File: src/rtl/lsu_mem_stage.sv
// lsu_mem_stage: blocking load/store unit between the ALU and data memory.
// It handles one RISC-V LB/LH/LW/LBU/LHU/SB/SH/SW access at a time. It steers
// byte lanes, checks alignment, extends loads and aborts stuck accesses.
module lsu_mem_stage #(
    parameter int TIMEOUT_CYCLES = 1024
) (
    input  logic        clk,
    input  logic        rst_n,
    // core request side
    input  logic        req_valid,
    output logic        req_ready,
    input  logic [31:0] req_addr,
    input  logic        req_we,
    input  logic [2:0]  req_funct3,
    input  logic [31:0] req_wdata,
    // data memory port
    output logic        mem_valid,
    input  logic        mem_ready,
    output logic [31:0] mem_addr,
    output logic        mem_we,
    output logic [3:0]  mem_be,
    output logic [31:0] mem_wdata,
    input  logic        mem_rvalid,
    input  logic [31:0] mem_rdata,
    // completion side
    output logic        rsp_valid,
    output logic [31:0] rsp_data,
    output logic [1:0]  rsp_err
);

    typedef enum logic [1:0] {IDLE, REQ, WAIT, RESP} state_t;

    localparam logic [1:0]  ERR_OK    = 2'b00;
    localparam logic [1:0]  ERR_ALIGN = 2'b01;
    localparam logic [1:0]  ERR_TMO   = 2'b10;
    localparam logic [1:0]  ERR_ILL   = 2'b11;
    localparam logic [31:0] TMO_LIMIT = 32'(TIMEOUT_CYCLES);

    state_t      state;
    logic        stale;     // a timed-out WAIT still owes us one mem_rvalid
    logic [31:0] tcnt;
    logic [2:0]  f3_q;
    logic [1:0]  off_q;

    logic [1:0]  dec_err;
    logic [3:0]  dec_be;
    logic [31:0] dec_wdata;
    logic [31:0] shifted;
    logic [31:0] load_data;
    logic [31:0] tcnt_inc;
    logic        tmo_hit;

    assign req_ready = (state == IDLE) && !stale;
    assign mem_valid = (state == REQ);
    assign rsp_valid = (state == RESP);

    assign tcnt_inc = tcnt + 32'd1;
    assign tmo_hit  = (TMO_LIMIT != 32'd0) && (tcnt_inc == TMO_LIMIT);

    // Decode the incoming request: lane enables, replicated store data, errors.
    // An illegal encoding takes priority over a misaligned one.
    always_comb begin
        dec_err   = ERR_OK;
        dec_be    = 4'b0000;
        dec_wdata = req_wdata;
        case (req_funct3)
            3'b000, 3'b100: begin
                dec_be    = 4'b0001 << req_addr[1:0];
                dec_wdata = {4{req_wdata[7:0]}};
            end
            3'b001, 3'b101: begin
                dec_be    = 4'b0011 << req_addr[1:0];
                dec_wdata = {2{req_wdata[15:0]}};
                if (req_addr[0]) dec_err = ERR_ALIGN;
            end
            3'b010: begin
                dec_be = 4'b1111;
                if (req_addr[1:0] != 2'b00) dec_err = ERR_ALIGN;
            end
            default: dec_err = ERR_ILL;
        endcase
        // unsigned variants have no store counterpart
        if (req_we && req_funct3[2]) dec_err = ERR_ILL;
    end

    // Bring the addressed bytes down to bit 0, then sign- or zero-extend them.
    always_comb begin
        shifted = mem_rdata >> {off_q, 3'b000};
        case (f3_q)
            3'b000:  load_data = {{24{shifted[7]}}, shifted[7:0]};
            3'b001:  load_data = {{16{shifted[15]}}, shifted[15:0]};
            3'b100:  load_data = {24'd0, shifted[7:0]};
            3'b101:  load_data = {16'd0, shifted[15:0]};
            default: load_data = shifted;
        endcase
    end

    // Main FSM with registered memory fields, response, timeout counter and stale flag.
    always_ff @(posedge clk or negedge rst_n) begin
        if (!rst_n) begin
            state     <= IDLE;
            stale     <= 1'b0;
            tcnt      <= 32'd0;
            f3_q      <= 3'b000;
            off_q     <= 2'b00;
            mem_addr  <= 32'd0;
            mem_we    <= 1'b0;
            mem_be    <= 4'b0000;
            mem_wdata <= 32'd0;
            rsp_data  <= 32'd0;
            rsp_err   <= ERR_OK;
        end else begin
            // A late response to an aborted access is swallowed here.
            if (stale && mem_rvalid) stale <= 1'b0;

            case (state)
                IDLE: begin
                    if (req_valid && req_ready) begin
                        rsp_data <= 32'd0;
                        rsp_err  <= dec_err;
                        if (dec_err != ERR_OK) begin
                            state <= RESP;
                        end else begin
                            mem_addr  <= {req_addr[31:2], 2'b00};
                            mem_we    <= req_we;
                            mem_be    <= dec_be;
                            mem_wdata <= dec_wdata;
                            f3_q      <= req_funct3;
                            off_q     <= req_addr[1:0];
                            tcnt      <= 32'd0;
                            state     <= REQ;
                        end
                    end
                end
                REQ: begin
                    tcnt <= tcnt_inc;
                    // the handshake beats a coincident timeout
                    if (mem_ready) begin
                        state <= WAIT;
                    end else if (tmo_hit) begin
                        rsp_err <= ERR_TMO;
                        state   <= RESP;
                    end
                end
                WAIT: begin
                    tcnt <= tcnt_inc;
                    if (mem_rvalid) begin
                        rsp_data <= mem_we ? 32'd0 : load_data;
                        state    <= RESP;
                    end else if (tmo_hit) begin
                        // memory still owes us a response; drain it before the next access
                        rsp_err <= ERR_TMO;
                        stale   <= 1'b1;
                        state   <= RESP;
                    end
                end
                RESP:    state <= IDLE;
                default: state <= IDLE;
            endcase
        end
    end

endmodule

File: config.mk
export PLATFORM = sky130hd
export DESIGN_NAME = lsu_mem_stage
export DESIGN_NICKNAME = d
export VERILOG_FILES = /design/src/rtl/lsu_mem_stage.sv
export SDC_FILE = /design/constraint.sdc
export NUM_CORES = 1
export LEC_CHECK = 0
export CELL_PAD_IN_SITES_DETAIL_PLACEMENT = 1
export CELL_PAD_IN_SITES_GLOBAL_PLACEMENT = 2
export CORE_MARGIN = 1
export CORE_UTILIZATION = 25
export CTS_BUF_LIST = sky130_fd_sc_hd__clkbuf_16
export DETAILED_ROUTE_END_ITERATION = 8
export PLACE_DENSITY_LB_ADDON = 0.1
export SYNTH_ARGS = -nofsm -noshare
export SYNTH_HDL_FRONTEND = slang
export SYNTH_SLANG_ARGS = --single-unit
export TNS_END_PERCENT = 30
File: constraint.sdc
create_clock -name clk -period 3.03 [get_ports clk]
set_clock_uncertainty 0.2 [all_clocks]
set_input_delay 0.606 -clock clk [delete_from_list [all_inputs] [get_ports clk]]
set_output_delay 0.606 -clock clk [all_outputs]
set_load 0.005 [all_outputs]
==> results of run 1 <==
cell families after synthesis:
kind of cell,count (synthesis),synth area share (%)
and+or+nand+nor,247,16.6
adders and majority gates,6,0.998
other,1,0.0499
DFF,141,46.9
muxes,92,13.0
xor gates and xnor gates,11,1.28
buffers and inverters,67,3.56
AOI/OAI and AO/OA,213,17.6
worst max-delay path, cell delays in order, from the launching register on:
cell and delay [ns]:
dfrtp_1 0.46, nand4_4 0.10, or4_1 0.72, o21a_1 0.26, nor2_1 0.12, nand4_1 0.13, or4_1 0.58, o21ai_1 0.15
sequential cells by signal, indices dropped and copies added, names as in the netlist:
register,flops
f3_q,3
mem_addr,30
mem_be,4
mem_wdata,32
mem_we,1
off_q,2
rsp_data,32
rsp_err,2
stale,1
state,2
tcnt,32
synth_stat cells (all sizes together) (8+ instances only):
| master | number | area, um^2 |
|---|---|---|
| a211o | 8 | 70.1 |
| a21oi | 29 | 145 |
| a22o | 20 | 175 |
| buf | 10 | 53.8 |
| clkbuf | 49 | 184 |
| dfrtp | 141 | 3530 |
| mux2 | 45 | 507 |
| mux2i | 47 | 470 |
| nand2 | 109 | 409 |
| nand3 | 13 | 65.1 |
| nand4 | 18 | 134 |
| nor2 | 40 | 150 |
| nor2b | 12 | 75.1 |
| nor3 | 13 | 70.1 |
| nor4 | 8 | 105 |
| o21ai | 104 | 521 |
| o31ai | 14 | 105 |
| xnor2 | 8 | 70.1 |
power breakdown:
part           internal (uW)  total [uW]  leakage (uW)  switching [uW]
clock network           1090        2090      0.000277             999
registers               2550        2940       0.00182             399
logic                   2240        4330       0.00257            2090
layout make-up:
class | count | area share, %
flip-flops and latches | 141 | 31.8
diodes | 1 | 0.0226
clock buffers | 17 | 3.84
multi-input cells | 571 | 33.9
repair buffers | 284 | 24.4
clock inverters | 15 | 1.31
inverters | 8 | 0.271
well taps | 390 | 4.40
cell usage in the layout (no fill, tap or decap), drive strengths merged, types with 4 or more instances in the layout:
| cell | count |
|---|---|
| a22o | 20 |
| nor2b | 12 |
| o31ai | 14 |
| and3 | 6 |
| buf | 76 |
| clkdlybuf4s50 | 207 |
| or3 | 6 |
| a21oi | 29 |
| o21a | 4 |
| a31oi | 6 |
| dfrtp | 141 |
| nor2 | 40 |
| o21ai | 104 |
| nand3 | 13 |
| inv | 16 |
| a211o | 8 |
| clkbuf | 17 |
| clkinv | 6 |
| nor4 | 8 |
| ha | 6 |
| xnor2 | 8 |
| and4 | 4 |
| nand4 | 18 |
| nand2 | 109 |
| or4 | 5 |
| mux2 | 45 |
| nand2b | 4 |
| a32o | 7 |
| mux2i | 47 |
| nor3 | 13 |
| a211oi | 4 |
metrics by stage:
| step | worst slack [ns] | instances | hold slack, ns | power, uW | area, um^2 |
|---|---|---|---|---|---|
| CTS | 0.111 | 1425 | 0.285 | 9570 | 11100 |
| floorplan | 0.252 | 779 | 0.110 | 4950 | 7530 |
| finish | 0.226 | 1427 | 0.281 | 9370 | 11100 |
| global route | 0.0289 | 1427 | 0.294 | 10000 | 11100 |
| global placement | 0.0962 | 1392 | 0.263 | 7360 | 10500 |
| detailed placement | 0.0425 | 1392 | 0.270 | 7430 | 10500 |
worst paths after layout:
check / slack, ns / depth (start not counted) / to / from
min: 0.28 / 2 / mem_wdata[26] / mem_wdata[26]
min in group asynchronous: 0.48 / 2 / mem_addr[19] / rst_n
max: 0.23 / 7 / state[1] / tcnt[3]
min reg2reg: 0.28 / 2 / mem_wdata[26] / mem_wdata[26]
max reg2reg: 0.23 / 7 / state[1] / tcnt[3]
max in group asynchronous: 1.42 / 3 / tcnt[4] / rst_n
per-layer routing:
| metal | part of all wire, % | up-vias | routed length, um |
|---|---|---|---|
| met2 | 50 | 128 | 13800 |
| met3 | 3.2 | 25 | 876 |
| li1 | - | 3314 | - |
| met5 | 0 | - | 0 |
| met4 | 1.5 | 0 | 417 |
| met1 | 45 | 3417 | 12400 |
what timing repair did:
item | 4_1_cts | 5_1_grt
endpoints found under the hold margin | 44 | 0
gates resized for setup | 0 | 4
endpoints found under the setup margin | 0 | 3
hold buffers | 1 | 0
setup buffers | 0 | 1
==> summary.txt, run 1 <==
STA
  • Fmax: 357 MHz
  • Period utilization: 92.5%
  • Hold Violations, Final: 0
  • Setup TNS: 0 ns
  • Worst slew margin: 35.1%
  • Max-slew violations: 0
  • Final Setup Violations: 0
  • Unrepaired setup endpoints after global routing: no
  • Slew at the pin closest to its max-slew limit: 0.970 ns
  • Min Tclk post-route: 2.80 ns

Detailed routing
  • Drt via density: 4.82
  • DRT iter0 DRCs: 281
  • DRT Wirelength: 27500 um
  • Routed Antenna Nets: 0
  • Pre-antenna DRT Iters: 4
  • Drt drc: 0
  • DR WL/cell: 19.3 um
  • Vias after detailed routing: 6884

Floorplanning
  • Row cnt: 63
  • Ports: 211
  • Die span in y: 175 um
  • Starting Density: 25.4%
  • Core area: 29600 um^2
  • Die area: 30800 um^2
  • Die width: 175 um

GRT
  • Initial antenna violation count: 1
  • Routing usage on met3: 2.92%
  • Largest net degree at the start of global routing: 54
  • GRT Residual Overflow: 0
  • Total GRT Usage: 18.4%
  • First-pass GRT wire length: 43600 um
  • Vias in the first global route: 7371
  • Grt met1 use: 23.4%
  • Global routing's busiest layer: met2
  • M2 GR Usage: 32.0%

CTS
  • Clock-pin slew on the worst setup and hold paths: 0.07 ns
  • Htree depth: 4
  • Latest clock arrival within the worst-skew pair: 0.42 ns
  • CTS Sinks: 141
  • CTS tree: yes
  • CTS buffer count: 17
  • Clock root buffer: clkbuf_16
  • Clock Path Buffers: 2

Layout
  • Area occupied by multi-input gates: 3760 um^2
  • Count of nets after finishing: 1134
  • FF+latch area: 3530 um^2
  • Area Overhead vs Synth: 47.4%
  • Final core occ: 37.4%
  • Share of layout cells above drive strength 1: 16.6%
  • Fillers: 3373

Placed design
  • Post-DP HPWL: 20400 um
  • Port bufs: 208
  • Routability Congestion: 0.770

Worst setup path
  • Crit path launch type: flip-flop
  • Path type of the worst setup path: reg2reg
  • Highest fanout seen on the critical path: 6
  • CP Data Arrival Time: 2.95 ns
  • Required @ worst endpoint: 3.18 ns
  • Worst setup EP type: flip-flop

Synthesis
  • Synth async-reset ratio: 100%
  • Ys flop type: dfrtp_1
  • Synth Area per Inst: 9.67 um^2
  • Post-synthesis sequential area ratio: 46.9%
  • Yosys cell types: 58
  • Yosys reg bits: 141
  • EDFF count, synth: 0
  • Synthesized instance count: 778
  • Cell Area, Synth: 7520 um^2
  • Ys Warns: 0

Flow run
  • Max cap viols: 0

Pwr
  • Leak Pwr: 0.00466 uW
  • VDD IR max: 0.437 mV
  • PwrDens: 845 nW/um^2

Worst hold path
  • Worst hold path class: reg2reg

Run status
  • Outcome: finished, final reports clean
(Power assumes the default switching activity.)
==> run 2: changes to the inputs <==
Settings changed: RECOVER_POWER set to 25, SETUP_SLACK_MARGIN set to 0.2.
==> run 2 against run 1 <==
First-iteration DRC count shrank 5.3%. Sequential share of layout area decreased by 0.28 points. Via count up 0.93%. Register-to-register slack improved by 0.098 ns. Flip-flop and latch count is the same. Critical path depth rose by 1. Global-route usage about the same. Hold slack about the same. Fmax is 3.6% higher. Clock power about the same. Highest routed layer unchanged.
==> summary.txt, run 2 (synthesis gave the netlist of run 1 again) <==
Detailed routing
  • Routed Antenna Nets: 0 (unchanged)
  • DRT Wirelength: 27600 um (+0.23%)
  • DR WL/cell: 19.3 um (-0.19%)
  • Vias after detailed routing: 6948 (+0.93%)
  • Drt drc: 0 (unchanged)
  • Pre-antenna DRT Iters: 4 (unchanged)
  • Drt via density: 4.85 (+0.51%)
  • DRT iter0 DRCs: 266 (-5.3%)

Worst setup path
  • Slowest cell delay on critical path: 0.58 ns (-0.14 ns)
  • Critical path's slowest cell: or4_4
  • Required @ worst endpoint: 3.18 ns (about the same)
  • CP Buf/Inv Count: 1 (+1)
  • Crit path launch type: flip-flop
  • CP Data Arrival Time: 2.85 ns (-0.10 ns)
  • CP Cell Sequence: buf_4, nand3_1, or4_4, o21a_1, nor2_1, nand4_1, or4_4, o21ai_2
  • Path type of the worst setup path: reg2reg
  • Top delay family on crit path: simple AND/OR/NAND/NOR gates
  • Cell mode on critical path: or4_4
  • Worst setup EP type: flip-flop
  • Highest fanout seen on the critical path: 6 (unchanged)

Pwr
  • Pint: 5890 uW (+0.14%)
  • P_sw: 3500 uW (+0.28%)
  • Total power: 9390 uW (+0.19%)
  • Clock power frac: 22.3% (about the same)
  • Leak Pwr: 0.00471 uW (+1.0%)
  • PwrDens: 838 nW/um^2 (-0.82%)
  • Register share of total power: 31.4% (about the same)
  • Combinational share of power: 46.3% (about the same)
  • VDD IR max: 0.436 mV (-0.28%)
  • Sw Ratio: 37.3% (about the same)

STA
  • Period utilization: 89.3% (-3.2 points)
  • Fmax: 370 MHz (+3.6%)
  • Worst slew margin: 14.7% (-20 points)
  • Unrepaired setup endpoints after global routing: yes
  • Final hold slack: 0.281 ns (+0.0000710 ns)
  • Slew at the pin closest to its max-slew limit: 1.28 ns (+0.310 ns)
  • Setup TNS: 0 ns (unchanged)
  • Min Tclk post-route: 2.71 ns (-0.0984 ns)
  • Final Setup Violations: 0 (unchanged)
  • Hold Violations, Final: 0 (unchanged)
  • Max-slew violations: 0 (unchanged)

Layout
  • Fillers: 3370 (-0.089%)
  • Most frequent cells in the layout: clkdlybuf4s50_1, dfrtp_1, nand2_1
  • Count of nets after finishing: 1140 (+0.53%)
  • Area occupied by multi-input gates: 3820 um^2 (+1.6%)
  • FF+latch area: 3530 um^2 (+0.14%)
  • Area Overhead vs Synth: 48.9%
  • Share of layout cells above drive strength 1: 18.2% (+1.6 points)
  • Largest regs: mem_wdata: 32 flops, rsp_data: 32 flops, tcnt: 32 flops
  • Commonest non-fill, non-tap cell in the layout: clkdlybuf4s50_1

Floorplanning
  • Starting Density: 25.4% (unchanged)
  • Die width: 175 um (unchanged)
  • Die span in y: 175 um (unchanged)
  • Core area: 29600 um^2 (unchanged)
  • Row cnt: 63 (unchanged)
  • Ports: 211 (unchanged)
  • Die area: 30800 um^2 (unchanged)

GRT
  • Total GRT Usage: 18.4% (+0.033 points)
  • GRT Residual Overflow: 0 (unchanged)
  • Largest net degree at the start of global routing: 54 (unchanged)
  • Vias in the first global route: 7379 (+0.11%)
  • Initial antenna violation count: 1 (unchanged)
  • First-pass GRT wire length: 43700 um (+0.21%)

Placed design
  • Routability Congestion: 0.770 (unchanged)
  • Port bufs: 208 (unchanged)
  • Post-DP HPWL: 20400 um (unchanged)

Run status
  • Outcome: finished, final reports clean

CTS
  • Htree depth: 4 (unchanged)
  • Latest clock arrival within the worst-skew pair: 0.42 ns (about the same)
  • Clock Path Buffers: 2 (unchanged)
  • Clock-pin slew on the worst setup and hold paths: 0.06 ns (about the same)
  • CTS Sinks: 141 (unchanged)
  • CTS tree: yes
  • Clock root buffer: clkbuf_16
  • CTS buffer count: 17 (unchanged)

Flow run
  • Max cap viols: 0 (unchanged)

Worst hold path
  • Worst hold path class: reg2reg
run 2: worst reg2reg max path, delay by kind of cell (launching register included):
family	cells	cell delay (ns)
AND/OR/NAND/NOR	5	1.50
flip-flops	1	0.40
AO/OA/AOI/OAI	2	0.37
buffers and inverters	1	0.15
run 2: repair_timing:
action	CTS	global route
endpoints found under the hold margin	44	0
resized for setup	5	17
pin swaps	3	7
buffers inserted	2	5
hold buffers	1	0
endpoints found under the setup margin	4	6
run 2: power groups by stage:
stage	Combinational [uW]	Sequential (uW)	Clock, uW
2_1_floorplan	1990	2960	0
3_3_place_gp	4400	2960	0
3_5_place_dp	4440	3000	0
4_1_cts	4440	2960	2160
5_1_grt	4780	3060	2230
6_report	4350	2950	2090
run 2: layer usage:
metal  track usage (%)  up-vias  routed length [um]
met1              23.4     3458               12200
met5                 0        -                   0
met4              5.18        0                 423
li1                  -     3327                   -
met2              32.0      140               13900
met3              3.01       23                 998
run 2: final timing paths:
check                         startpoint       endpoint  slack (ns)  depth (start not counted)
hold reg to reg            mem_wdata[26]  mem_wdata[26]        0.28                          2
max in group asynchronous          rst_n        tcnt[3]        0.86                          3
setup / recovery                 tcnt[1]       state[1]        0.32                          8
hold / removal             mem_wdata[26]  mem_wdata[26]        0.28                          2
min in group asynchronous          rst_n   mem_addr[19]        0.79                          2
setup reg to reg                 tcnt[1]       state[1]        0.32                          8
run 2: area by class of cell:
class / count / area share [%]
Antenna cell: 1 / 0.0223
Clock buffer: 17 / 3.80
Clock inverter: 15 / 1.30
Inverter: 8 / 0.268
Multi-Input combinational cell: 571 / 34.1
Sequential cell: 141 / 31.6
Tap cell: 390 / 4.36
Timing Repair Buffer: 290 / 24.6
run 2: stage by stage:
stage               area, um^2  setup WS [ns]  util, %  cells
floorplan                 7530          0.252        -    779
global placement         10500         0.0962     35.4   1392
detailed placement       10500         0.0425     35.4   1392
CTS                      11100          0.193     37.5   1427
global route             11200          0.175     37.8   1433
finish                   11200          0.325     37.8   1433
==> run 3: changes to the inputs <==
Settings changed: CORE_MARGIN 1 to not set.
==> results of run 3 <==
Final layout, timing and power as in run 2 (identical DEF).
